### src/rtl/subtractor_pkg.sv
// subtractor_pkg: shared state encoding and default width for the serial subtractor.
// Revision 1.0
`default_nettype none

package subtractor_pkg;

  typedef enum logic [1:0] {
    IDLE = 2'd0,
    RUN  = 2'd1,
    DONE = 2'd2
  } sub_state_t;

  localparam int SUB_WIDTH_DEFAULT = 8;

endpackage

`default_nettype wire

### src/rtl/serial_subtractor_ctrl_if.sv
// serial_subtractor_ctrl_if: start/operand request and result bundle of the serial subtractor.
// Revision 1.0
`default_nettype none

interface serial_subtractor_ctrl_if #(
  parameter int WIDTH = subtractor_pkg::SUB_WIDTH_DEFAULT
);

  logic             start;
  logic [WIDTH-1:0] a;
  logic [WIDTH-1:0] b;
  logic             bin;
  logic             busy;
  logic             done;
  logic [WIDTH-1:0] diff;
  logic             bout;

  modport master (
    output start, a, b, bin,
    input  busy, done, diff, bout
  );

  modport slave (
    input  start, a, b, bin,
    output busy, done, diff, bout
  );

endinterface

`default_nettype wire

### src/rtl/full_subtractor.sv
// full_subtractor: one-bit subtract cell, a - b - bin.
// Revision 1.0
`default_nettype none

module full_subtractor (
  input  wire logic a,
  input  wire logic b,
  input  wire logic bin,
  output logic      diff,
  output logic      bout
);

  assign diff = a ^ b ^ bin;
  assign bout = (~a & b) | (~(a ^ b) & bin);

endmodule

`default_nettype wire

### src/rtl/serial_subtractor_ctrl.sv
// serial_subtractor_ctrl: computes a - b - bin one bit per clock, LSB first, through a single cell.
// Revision 1.0
`default_nettype none

module serial_subtractor_ctrl
  import subtractor_pkg::*;
#(
  parameter int WIDTH = SUB_WIDTH_DEFAULT
) (
  input  wire logic                clk,
  input  wire logic                rst,
  serial_subtractor_ctrl_if.slave  bus
);

  localparam int KW = (WIDTH > 1) ? $clog2(WIDTH) : 1;
  localparam logic [KW-1:0] K_LAST = KW'(WIDTH - 1);

  sub_state_t       r_state;
  sub_state_t       w_next;
  logic [WIDTH-1:0] r_sa;
  logic [WIDTH-1:0] r_sb;
  logic [WIDTH-1:0] r_diff;
  logic             r_br;
  logic             r_bout;
  logic [KW-1:0]    r_k;
  logic             w_cell_diff;
  logic             w_cell_bout;
  logic             w_last;

  full_subtractor u_cell (
    .a    (r_sa[0]),
    .b    (r_sb[0]),
    .bin  (r_br),
    .diff (w_cell_diff),
    .bout (w_cell_bout)
  );

  assign w_last = (r_k == K_LAST);

  always_ff @(posedge clk) begin
    if (rst) begin
      r_state <= IDLE;
    end else begin
      r_state <= w_next;
    end
  end

  always_comb begin
    w_next = r_state;
    case (r_state)
      IDLE:    if (bus.start) w_next = RUN;
      RUN:     if (w_last)    w_next = DONE;
      DONE:    w_next = IDLE;
      default: w_next = IDLE;
    endcase
  end

  always_ff @(posedge clk) begin
    if (rst) begin
      r_sa   <= '0;
      r_sb   <= '0;
      r_diff <= '0;
      r_br   <= 1'b0;
      r_bout <= 1'b0;
      r_k    <= '0;
    end else begin
      case (r_state)
        IDLE: begin
          if (bus.start) begin
            r_sa <= bus.a;
            r_sb <= bus.b;
            r_br <= bus.bin;
            r_k  <= '0;
          end
        end
        RUN: begin
          r_diff <= {w_cell_diff, r_diff[WIDTH-1:1]};
          r_br   <= w_cell_bout;
          r_sa   <= r_sa >> 1;
          r_sb   <= r_sb >> 1;
          // Counter saturates at the last bit instead of wrapping.
          if (w_last) begin
            r_bout <= w_cell_bout;
          end else begin
            r_k <= r_k + 1'b1;
          end
        end
        default: ;
      endcase
    end
  end

  assign bus.busy = (r_state == RUN);
  assign bus.done = (r_state == DONE);
  assign bus.diff = r_diff;
  assign bus.bout = r_bout;

endmodule

`default_nettype wire

### src/flat_wrapper.sv
// flat-port wrapper written by rule: the top's interface ports become plain ports
module serial_subtractor_ctrl_flat import subtractor_pkg::*;
#(
  parameter int WIDTH = SUB_WIDTH_DEFAULT
)
  (clk, rst, bus_start, bus_a, bus_b, bus_bin, bus_busy, bus_done, bus_diff, bus_bout);
  serial_subtractor_ctrl_if #(.WIDTH(WIDTH)) bus_i ();
  input  wire logic clk;
  input  wire logic rst;
  input wire logic [$bits(bus_i.start)-1:0] bus_start;
  input wire logic [$bits(bus_i.a)-1:0] bus_a;
  input wire logic [$bits(bus_i.b)-1:0] bus_b;
  input wire logic [$bits(bus_i.bin)-1:0] bus_bin;
  output wire logic [$bits(bus_i.busy)-1:0] bus_busy;
  output wire logic [$bits(bus_i.done)-1:0] bus_done;
  output wire logic [$bits(bus_i.diff)-1:0] bus_diff;
  output wire logic [$bits(bus_i.bout)-1:0] bus_bout;
  assign bus_i.start = bus_start;
  assign bus_i.a = bus_a;
  assign bus_i.b = bus_b;
  assign bus_i.bin = bus_bin;
  assign bus_busy = bus_i.busy;
  assign bus_done = bus_i.done;
  assign bus_diff = bus_i.diff;
  assign bus_bout = bus_i.bout;
  serial_subtractor_ctrl #(.WIDTH(WIDTH)) u_core (.clk(clk), .rst(rst), .bus(bus_i));
endmodule
### config.mk
export PLATFORM = sky130hd
export DESIGN_NAME = serial_subtractor_ctrl_flat
export DESIGN_NICKNAME = d
export VERILOG_FILES = /design/src/rtl/subtractor_pkg.sv /design/src/rtl/serial_subtractor_ctrl_if.sv /design/src/rtl/full_subtractor.sv /design/src/rtl/serial_subtractor_ctrl.sv /design/src/flat_wrapper.sv
export SDC_FILE = /design/constraint.sdc
export NUM_CORES = 1
export LEC_CHECK = 0
export ABC_AREA = 1
export CORE_ASPECT_RATIO = 0.7
export CORE_MARGIN = 4
export CORE_UTILIZATION = 60
export DETAILED_ROUTE_END_ITERATION = 10
export DONT_BUFFER_PORTS = 1
export GPL_TIMING_DRIVEN = 0
export PLACE_DENSITY = 0.76
export SYNTH_ARGS = -nofsm -noshare
export SYNTH_HDL_FRONTEND = slang
export SYNTH_SLANG_ARGS = --single-unit
### constraint.sdc
create_clock -name clk -period 1.8 [get_ports clk]
set_clock_uncertainty 0.15 [all_clocks]
set_input_delay 0.36 -clock clk [delete_from_list [all_inputs] [get_ports clk]]
set_output_delay 0.36 -clock clk [all_outputs]
set_load 0.02 [all_outputs]
==> run metrics, run 1 <==
number of fillers in the final layout 185; cell internal pwr 1010 µW; leakage power figure 0.000724 µW; placed instance count 243; remaining routing DRC violations 0; routed vias 1255; setup slack at placement 0.304 ns; fraction of power spent switching nets 29.4%; Placeable Area 2260 µm²; IR drop worst, VDD 0.000633 V; Worst-Skew Late Latency 0.33 ns; ANT nets after route 0; estimated wirelength of the detail-placed design 2.23 mm; Global Route Usage Sum 19.6%; floorplan die area 3360 µm²; number of rows in the core area 14; die extent in y 49.7 µm; PortBufs 0; final critical-path setup slack 0.0760 ns; status finished clean; IO Count 31; R2R cell count 6; post-synthesis cell type with the largest combined area sky130_fd_sc_hd__dfxtp_1; Starting Density 66.0%; clock-pin slew on the worst setup and hold paths 0.09 ns; number of buffers inserted to repair setup after CTS 0; Highest Clock Rate 580 MHz; width of the chip 67.6 µm; normalized max-slew margin 58.9%; proportion of layout cells with a drive suffix above 1 13.3%; total of flip-flops plus latches after synthesis 31; count of max-cap constraint violations 0; CP endpoint kind primary output; netlist area before placement 1490 µm²; Reg-to-Reg End u_core.r_k[0]; worst reg2reg path startpoint u_core.r_k[0]; fraction of power consumed by combinational cells 16.7%; sinks on the clock net 31; final setup violation count 0; detail-routed via count per cell 5.02; cell at the root of the clock tree sky130_fd_sc_hd__clkbuf_4; final antenna diode count 0; final wirelength 3.05 mm; RSZ-0062 raised after global routing no; clock tree from TritonCTS yes; Avg Cell Area, Syn 7.07 µm²; minimum clock period 1.72 ns; placer's final routability congestion estimate 0.767; path type of the worst min-delay path in -> reg; share of power burned in registers 55.0%; commonest non-fill, non-tap cells in the layout 39 x sky130_fd_sc_hd__nand2_1, 35 x sky130_fd_sc_hd__inv_1, 32 x sky130_fd_sc_hd__nand3_1; synth top area cells sky130_fd_sc_hd__dfxtp_1 42%, sky130_fd_sc_hd__nand3_1 11%, sky130_fd_sc_hd__nand2_1 9.8%; remaining global-route overflow 0; quantity of hold-fixing buffers added after cts 0; max-slew violations 0; largest fanout of any net on the critical path 10; DR WL/cell 12.2 µm; Critical Path Source u_core.r_state[0]; synthesis warning total 0; H-tree lvl count 2; data arrival time of the critical path 1.21 ns; pin count of the biggest net entering global routing 11; vias in the first global route 1147; r2r setup slk 0.31 ns; Critical Path End bus_done; clock buffers created by TritonCTS 5; buffer depth of the longest clock path 2; post-CTS sizing 1; net count of the finished layout 241; most common cell after layout, fill and taps aside sky130_fd_sc_hd__nand2_1; sequential cell area fraction in the yosys report 41.6%; number of unique standard cell types used by synthesis 19; non-filler instance count after layout 250; Power Total 1440 µW; data required time at the worst endpoint 1.29 ns; Fin. Hold Viols 0; cell count after synthesis 211; 1st-iter DRT viols 97; relative area change from synthesis to final layout 6.88%; switching power of the nets 422 µW; power density of the placed cells 901 nW/µm²; startpoint types flip-flop; kind of critical path reg -> out; period utilization 95.8%; Synthesized Nets 234; initial antenna violation count 0; global-route wire length before repair 4.97 mm; Util after Layout 70.5%; area share of the largest cell type after synthesis 41.6%; number of search-and-repair iterations in the first detailed-routing pass 4; summed negative setup slack over all endpoints 0 ns; portion of total power attributed to the clock network 28.3%; Tightest Pin Transition 0.617 ns
[cell families (layout without fill, tap and decap cells)]
kind of cell / after synthesis / count (layout) / share of synthesized area, %
AOI/OAI and AO/OA: 29 / 29 / 12.8
and+or+nand+nor: 101 / 101 / 28.8
DFF: 31 / 31 / 41.6
buffers and inverters: 47 / 54 / 13.8
adders and majority gates: 3 / 3 / 3.02
[through the flow]
| stage | cell area (µm²) | hold WS (ns) |
|---|---|---|
| 2_1_floorplan | 1490 | 0.294 |
| 3_3_place_gp | 1530 | 0.301 |
| 3_5_place_dp | 1530 | 0.310 |
| 4_1_cts | 1590 | 0.0181 |
| 5_1_grt | 1590 | 0.0171 |
| 6_report | 1590 | 0.0274 |
[worst min path at each step]
stage | startpoint | end | slack, ns | depth (start not counted)
after floorplan | u_core.r_sa[1] | u_core.r_sa[1] | 0.29 | 2
after global placement | u_core.r_sa[1] | u_core.r_sa[1] | 0.30 | 2
after detailed placement | u_core.r_sa[4] | u_core.r_sa[4] | 0.31 | 2
after CTS | bus_b[7] | u_core.r_sb[7] | 0.02 | 2
after global routing | bus_a[7] | u_core.r_sa[7] | 0.02 | 2
final | bus_a[7] | u_core.r_sa[7] | 0.03 | 2
[cell usage after synthesis]
cell,number
sky130_fd_sc_hd__nand2_4,1
sky130_fd_sc_hd__o21ai_0,11
sky130_fd_sc_hd__ha_1,2
sky130_fd_sc_hd__clkbuf_1,3
sky130_fd_sc_hd__fa_1,1
sky130_fd_sc_hd__buf_2,4
sky130_fd_sc_hd__o21ai_4,1
sky130_fd_sc_hd__o21ai_1,1
sky130_fd_sc_hd__nand2_2,1
sky130_fd_sc_hd__a21oi_1,7
sky130_fd_sc_hd__inv_1,35
sky130_fd_sc_hd__nand2_1,39
sky130_fd_sc_hd__dfxtp_1,31
sky130_fd_sc_hd__inv_4,1
sky130_fd_sc_hd__buf_4,2
sky130_fd_sc_hd__nand3_1,32
sky130_fd_sc_hd__a21oi_2,9
sky130_fd_sc_hd__buf_6,2
sky130_fd_sc_hd__nor2_1,28
[metal layers]
| metal | vias up | track usage [%] | part of all wire [%] |
|---|---|---|---|
| met5 | - | 0 | 0 |
| met4 | 0 | 8.42 | 1.1 |
| met3 | 5 | 7.27 | 6.3 |
| met2 | 32 | 27.3 | 44 |
| met1 | 550 | 26.7 | 49 |
| li1 | 668 | - | - |
[cell type report]
cell class | count | area (µm²) | share of cell area (%)
multi-input cells | 133 | 667 | 41.8
well taps | 32 | 40.0 | 2.51
inverters | 36 | 138 | 8.63
plain buffers | 11 | 72.6 | 4.55
clock inverters | 1 | 5.00 | 0.314
flip-flops and latches | 31 | 621 | 38.9
clock buffers | 6 | 51.3 | 3.22
[state kept, by name, summed over array words and instances (netlist names)]
register,cells
u_core.r_sb,8
u_core.r_br,1
u_core.r_sa,8
u_core.bus.diff,8
u_core.r_state,2
u_core.bus.bout,1
u_core.r_k,3
[power by group through the flow]
stage	Sequential [µW]	Combinational [µW]	Clock (µW)
floorplan	798	196	0
finish	790	240	406
detailed placement	807	237	0
CTS	790	239	415
global placement	804	227	0
global route	797	277	456
[critical path: stages (launching register included)]
cell and delay [ns]:
sky130_fd_sc_hd__dfxtp_1 0.33, sky130_fd_sc_hd__buf_6 0.14, sky130_fd_sc_hd__buf_2 0.18, sky130_fd_sc_hd__nor2_2 0.25
Note: power is estimated with default switching activity, not from simulation.
==> run 2, diff against run 1 <==
--- a/config.mk
+++ b/config.mk
@@ -13,6 +13,7 @@
 export DONT_BUFFER_PORTS = 1
 export GPL_TIMING_DRIVEN = 0
 export PLACE_DENSITY = 0.76
+export SETUP_SLACK_MARGIN = 0.5
 export SYNTH_ARGS = -nofsm -noshare
 export SYNTH_HDL_FRONTEND = slang
 export SYNTH_SLANG_ARGS = --single-unit
==> run metrics, run 2 (synthesized netlist as in run 1, its figures left out) <==
Reg-to-Reg End u_core.r_sa[1]; minimum clock period 1.54 ns (-0.180 ns); buffer depth of the longest clock path 2 (unchanged); relative area change from synthesis to final layout 25.1%; startpoint types flip-flop; final setup violation count 0 (unchanged); global-route wire length before repair 6.25 mm (+26%); Placeable Area 2260 µm² (unchanged); setup slack at placement 0.381 ns (+0.0774 ns); clock tree from TritonCTS yes; placer's final routability congestion estimate 0.760 (-0.94%); PortBufs 0 (unchanged); IR drop worst, VDD 0.000566 V (-11%); clock-pin slew on the worst setup and hold paths 0.10 ns (about the same); period utilization 85.8% (-10 points); quantity of hold-fixing buffers added after cts 0 (unchanged); routed vias 1432 (+14%); ANT nets after route 0 (unchanged); RSZ-0062 raised after global routing yes; sinks on the clock net 31 (unchanged); Highest Clock Rate 648 MHz (+12%); data arrival time of the critical path 1.03 ns (-0.18 ns); commonest non-fill, non-tap cells in the layout 38 x sky130_fd_sc_hd__nand2_1, 34 x sky130_fd_sc_hd__inv_1, 32 x sky130_fd_sc_hd__nand3_1; remaining routing DRC violations 0 (unchanged); worst min-delay path startpoint bus_a[7]; number of rows in the core area 14 (unchanged); cell at the root of the clock tree sky130_fd_sc_hd__clkbuf_4; die extent in y 49.7 µm (unchanged); worst reg2reg path startpoint u_core.r_state[0]; met2 track demand over resource 38.3% (+11 points); GRT busiest layer met2; clock buffers created by TritonCTS 5 (unchanged); normalized max-slew margin 55.0% (-3.9 points); power density of the placed cells 805 nW/µm² (-11%); proportion of layout cells with a drive suffix above 1 30.2% (+17 points); status finished clean; 1st-iter DRT viols 135 (+39%); detail-routed via count per cell 5.42 (+8.1%); H-tree lvl count 2 (unchanged); r2r setup slk 0.37 ns (+0.06 ns); hold path cells 2 (unchanged); CP endpoint kind primary output; estimated wirelength of the detail-placed design 2.24 mm (+0.36%); floorplan die area 3360 µm² (unchanged); final antenna diode count 0 (unchanged); vias in the first global route 1339 (+17%); worst-case hold path end point u_core.r_sa[7]; max-slew violations 0 (unchanged); IO Count 31 (unchanged); R2R cell count 6 (unchanged); Worst-Skew Late Latency 0.32 ns (about the same); final wirelength 4.15 mm (+36%); leakage power figure 0.000818 µW (+13%); Tightest Pin Transition 0.675 ns (+0.0584 ns); met1 Resource Use GR 31.8% (+5.0 points); count of max-cap constraint violations 0 (unchanged); DR WL/cell 15.7 µm (+29%); largest fanout of any net on the critical path 4 (-6); number of search-and-repair iterations in the first detailed-routing pass 5 (+1); summed negative setup slack over all endpoints 0 ns (unchanged); path type of the worst min-delay path in -> reg; Starting Density 66.0% (unchanged); net count of the finished layout 256 (+6.2%); pin count of the biggest net entering global routing 11 (unchanged); final critical-path setup slack 0.256 ns (+0.180 ns); kind of critical path reg -> out; most common cell after layout, fill and taps aside sky130_fd_sc_hd__nand2_1; width of the chip 67.6 µm (unchanged); Fin. Hold Viols 0 (unchanged); data required time at the worst endpoint 1.29 ns (about the same); initial antenna violation count 0 (unchanged); Global Route Usage Sum 24.6% (+5.0 points); met3 track demand over resource 7.95% (+0.68 points); remaining global-route overflow 0 (unchanged)
run 2: final cells by class:
type | instances | area [µm²]
Timing Repair Buffer | 15 | 129
Fill cell | 130 | 394
Buffer | 11 | 113
Sequential cell | 31 | 637
Inverter | 36 | 140
Multi-Input combinational cell | 133 | 766
Tap cell | 32 | 40.0
Clock buffer | 6 | 41.3
run 2: how the worst max path moves through the flow:
stage	start	endpoint	depth (start not counted)
6_report	u_core.r_state[0]	bus_done	3
5_1_grt	u_core.r_state[0]	bus_done	3
4_1_cts	u_core.r_state[0]	bus_done	3
3_5_place_dp	u_core.r_k[0]	u_core.r_k[0]	6
3_3_place_gp	u_core.r_k[0]	u_core.r_k[0]	6
2_1_floorplan	u_core.r_k[0]	u_core.r_k[0]	6
run 2: per-layer routing:
| metal | wire length, µm | share of wire, % |
|---|---|---|
| met1 | 1660 | 40 |
| met5 | 0 | 0 |
| met2 | 1910 | 46 |
| met4 | 125 | 3.0 |
| met3 | 452 | 11 |
run 2: timing repair:
action / CTS / global route
setup endpoints to repair: 29 / 33
resized for setup: 43 / 21
buffers inserted: 10 / 2
pin swaps: 7 / 3
cloned: 3 / 0
run 2: critical path, cell delays in order (launching register included):
cell and delay [ns]:
sky130_fd_sc_hd__dfxtp_2 0.33, sky130_fd_sc_hd__buf_6 0.13, sky130_fd_sc_hd__buf_8 0.12, sky130_fd_sc_hd__nor2_4 0.14
run 2: power by group:
part	total [µW]	leakage, µW	switching, µW	internal (µW)
combinational	340	0.000533	195	145
sequential	802	0.000260	57.6	744
clock	360	0.0000242	221	139
run 2: per-stage QoR:
step | std cells | total power, µW | util (%) | hold slack [ns] | area (µm²)
2_1_floorplan | 211 | 996 | - | 0.294 | 1500
6_report | 264 | 1500 | 82.6 | 0.0359 | 1870
4_1_cts | 262 | 1460 | 79.7 | 0.0209 | 1800
3_3_place_gp | 243 | 1030 | 68.2 | 0.301 | 1540
5_1_grt | 264 | 1590 | 82.6 | 0.0213 | 1870
3_5_place_dp | 243 | 1050 | 68.2 | 0.309 | 1540
==> run 3, diff against run 2 <==
--- a/config.mk
+++ b/config.mk
@@ -8,11 +8,11 @@
 export ABC_AREA = 1
 export CORE_ASPECT_RATIO = 0.7
 export CORE_MARGIN = 4
-export CORE_UTILIZATION = 60
+export CORE_UTILIZATION = 55
 export DETAILED_ROUTE_END_ITERATION = 10
 export DONT_BUFFER_PORTS = 1
 export GPL_TIMING_DRIVEN = 0
-export PLACE_DENSITY = 0.76
+export PLACE_DENSITY = 0.7
 export SETUP_SLACK_MARGIN = 0.5
 export SYNTH_ARGS = -nofsm -noshare
 export SYNTH_HDL_FRONTEND = slang
==> constraint.sdc (replaced) <==
create_clock -name clk -period 1.41 [get_ports clk]
set_clock_uncertainty 0.15 [all_clocks]
set_input_delay 0.282 -clock clk [delete_from_list [all_inputs] [get_ports clk]]
set_output_delay 0.282 -clock clk [all_outputs]
set_load 0.02 [all_outputs]
==> run metrics, run 3 (synthesized netlist as in run 1, its figures left out) <==
detail-routed via count per cell 5.62 (+3.6%); Critical Path End u_core.r_sa[3]; die extent in y 51.6 µm (+3.7%); portion of total power attributed to the clock network 30.8% (+6.8 points); H-tree lvl count 2 (unchanged); path type of the worst min-delay path in -> reg; routed vias 1528 (+6.7%); number of fillers in the final layout 128 (-1.5%); initial antenna violation count 0 (unchanged); Tightest Pin Transition 0.700 ns (+0.0251 ns); worst min-delay path startpoint bus_a[7]; cell at the root of the clock tree sky130_fd_sc_hd__clkbuf_8; Critical Path Source u_core.r_state[0]; R2R cell count 6 (unchanged); Placeable Area 2530 µm² (+12%); RSZ-0062 raised after global routing yes; number of search-and-repair iterations in the first detailed-routing pass 4 (-1); pin count of the biggest net entering global routing 11 (unchanged); PortBufs 0 (unchanged); Starting Density 58.9% (-7.1 points); met1 Resource Use GR 31.0% (-0.78 points); cell internal pwr 1580 µW (+54%); Fin. Hold Viols 1 (+1); worst reg2reg path startpoint u_core.r_state[0]; share of power burned in registers 45.0% (-8.4 points); GRT busiest layer met2; number of rows in the core area 15 (+1); Util after Layout 85.7% (+3.1 points); IR drop worst, VDD 0.000681 V (+20%); most common cell after layout, fill and taps aside sky130_fd_sc_hd__inv_1; width of the chip 70.2 µm (+3.9%); IO Count 31 (unchanged); status finished with violations; Global Route Usage Sum 26.0% (+1.4 points); floorplan die area 3620 µm² (+7.8%); Reg-to-Reg End u_core.r_sa[3]; data required time at the worst endpoint 1.47 ns (+0.18 ns); remaining global-route overflow 0 (unchanged); Worst-Skew Late Latency 0.29 ns (-0.03 ns); hold path cells 2 (unchanged); data arrival time of the critical path 1.52 ns (+0.49 ns); clock tree from TritonCTS yes; power density of the placed cells 1060 nW/µm² (+32%); remaining routing DRC violations 0 (unchanged); violations in the final reports hold timing, setup timing; final wirelength 4.91 mm (+18%); leakage power figure 0.000939 µW (+15%); fraction of power consumed by combinational cells 24.2% (+1.6 points); estimated wirelength of the detail-placed design 2.37 mm (+5.8%); summed negative setup slack over all endpoints -0.342 ns (-0.342 ns); DR WL/cell 18.1 µm (+15%); vias in the first global route 1454 (+8.6%); startpoint types flip-flop; 1st-iter DRT viols 81 (-40%); commonest non-fill, non-tap cells in the layout 32 x sky130_fd_sc_hd__inv_1, 30 x sky130_fd_sc_hd__nand3_1, 27 x sky130_fd_sc_hd__nand2_1; fraction of power spent switching nets 31.2% (-0.31 points); kind of critical path reg -> reg; placer's final routability congestion estimate 0.778 (+2.4%); switching power of the nets 718 µW (+52%); net count of the finished layout 261 (+2.0%); CP endpoint kind flip-flop; minimum clock period 1.46 ns; global-route wire length before repair 7.20 mm (+15%); multi-input gate area in the final layout 890 µm² (+16%); max-slew violations 0 (unchanged); clock buffers created by TritonCTS 5 (unchanged); ANT nets after route 0 (unchanged); total area of sequential cells 666 µm² (+4.5%); r2r setup slk -0.05 ns (-0.42 ns); period utilization 104%; Highest Clock Rate 684 MHz; relative area change from synthesis to final layout 45.6%; largest fanout of any net on the critical path 5 (+1); met3 track demand over resource 8.11% (+0.15 points); met2 track demand over resource 41.9% (+3.6 points); final critical-path setup slack -0.0521 ns (-0.308 ns); final setup violation count 15 (+15); proportion of layout cells with a drive suffix above 1 45.0% (+15 points); worst hold-check slack -0.0106 ns (-0.0465 ns); final antenna diode count 0 (unchanged); clock-pin slew on the worst setup and hold paths 0.06 ns (-0.04 ns); sinks on the clock net 31 (unchanged); count of max-cap constraint violations 0 (unchanged); buffer depth of the longest clock path 2 (unchanged); normalized max-slew margin 53.3% (-1.7 points)
-- run 3: layout make-up --
cell class              instances  share of cell area (%)
repair buffers                 20                    10.3
well taps                      34                    1.96
clock buffers                   6                    3.80
flip-flops and latches         31                    30.7
inverters                      36                    6.80
plain buffers                  11                    5.24
clock inverters                 1                   0.231
multi-input cells             133                    41.0
-- run 3: timing repair --
action                                 CTS  global route
endpoints found under the hold margin    1             1
pin swaps                               17            23
resized for setup                       55            28
setup endpoints to repair               42            42
buffers inserted                        11             5
gates cloned                             4             0
-- run 3: power groups by stage --
| stage | Clock [µW] | Combinational [µW] | Sequential, µW |
|---|---|---|---|
| finish | 709 | 557 | 1040 |
| global route | 751 | 607 | 1040 |
| CTS | 708 | 463 | 1020 |
| detailed placement | 0 | 352 | 1030 |
| global placement | 0 | 335 | 1030 |
| floorplan | 0 | 293 | 1020 |
-- run 3: worst min path at each step --
stage | to | slack, ns
2_1_floorplan | u_core.r_sa[7] | 0.27
3_3_place_gp | u_core.r_sa[7] | 0.28
3_5_place_dp | u_core.r_sa[7] | 0.29
4_1_cts | u_core.r_sa[7] | -0.01
5_1_grt | u_core.r_sa[7] | -0.009
6_report | u_core.r_sa[7] | -0.01
-- run 3: metal layers --
| layer | wire length [µm] | up-vias |
|---|---|---|
| met5 | 0 | - |
| met4 | 150 | 0 |
| met3 | 457 | 14 |
| met2 | 2330 | 83 |
| met1 | 1970 | 715 |
| li1 | - | 716 |
-- run 3: worst max-delay path, cell delays in order (launching register included) --
cell                      delay [ns]
sky130_fd_sc_hd__dfxtp_2        0.32
sky130_fd_sc_hd__buf_6          0.13
sky130_fd_sc_hd__buf_6          0.13
sky130_fd_sc_hd__o21ai_4        0.27
sky130_fd_sc_hd__buf_6          0.16
sky130_fd_sc_hd__nand2_2        0.06
sky130_fd_sc_hd__a21oi_2        0.15
-- run 3: through the flow --
step	total power, µW	std cells	instance area (µm²)	setup WS (ns)	hold slack [ns]
2_1_floorplan	1320	211	1610	0.213	0.272
3_3_place_gp	1370	245	1650	0.104	0.276
3_5_place_dp	1390	245	1650	0.0740	0.288
4_1_cts	2190	267	2050	-0.0337	-0.0107
5_1_grt	2400	272	2170	-0.0895	-0.00877
6_report	2300	272	2170	-0.0521	-0.0106
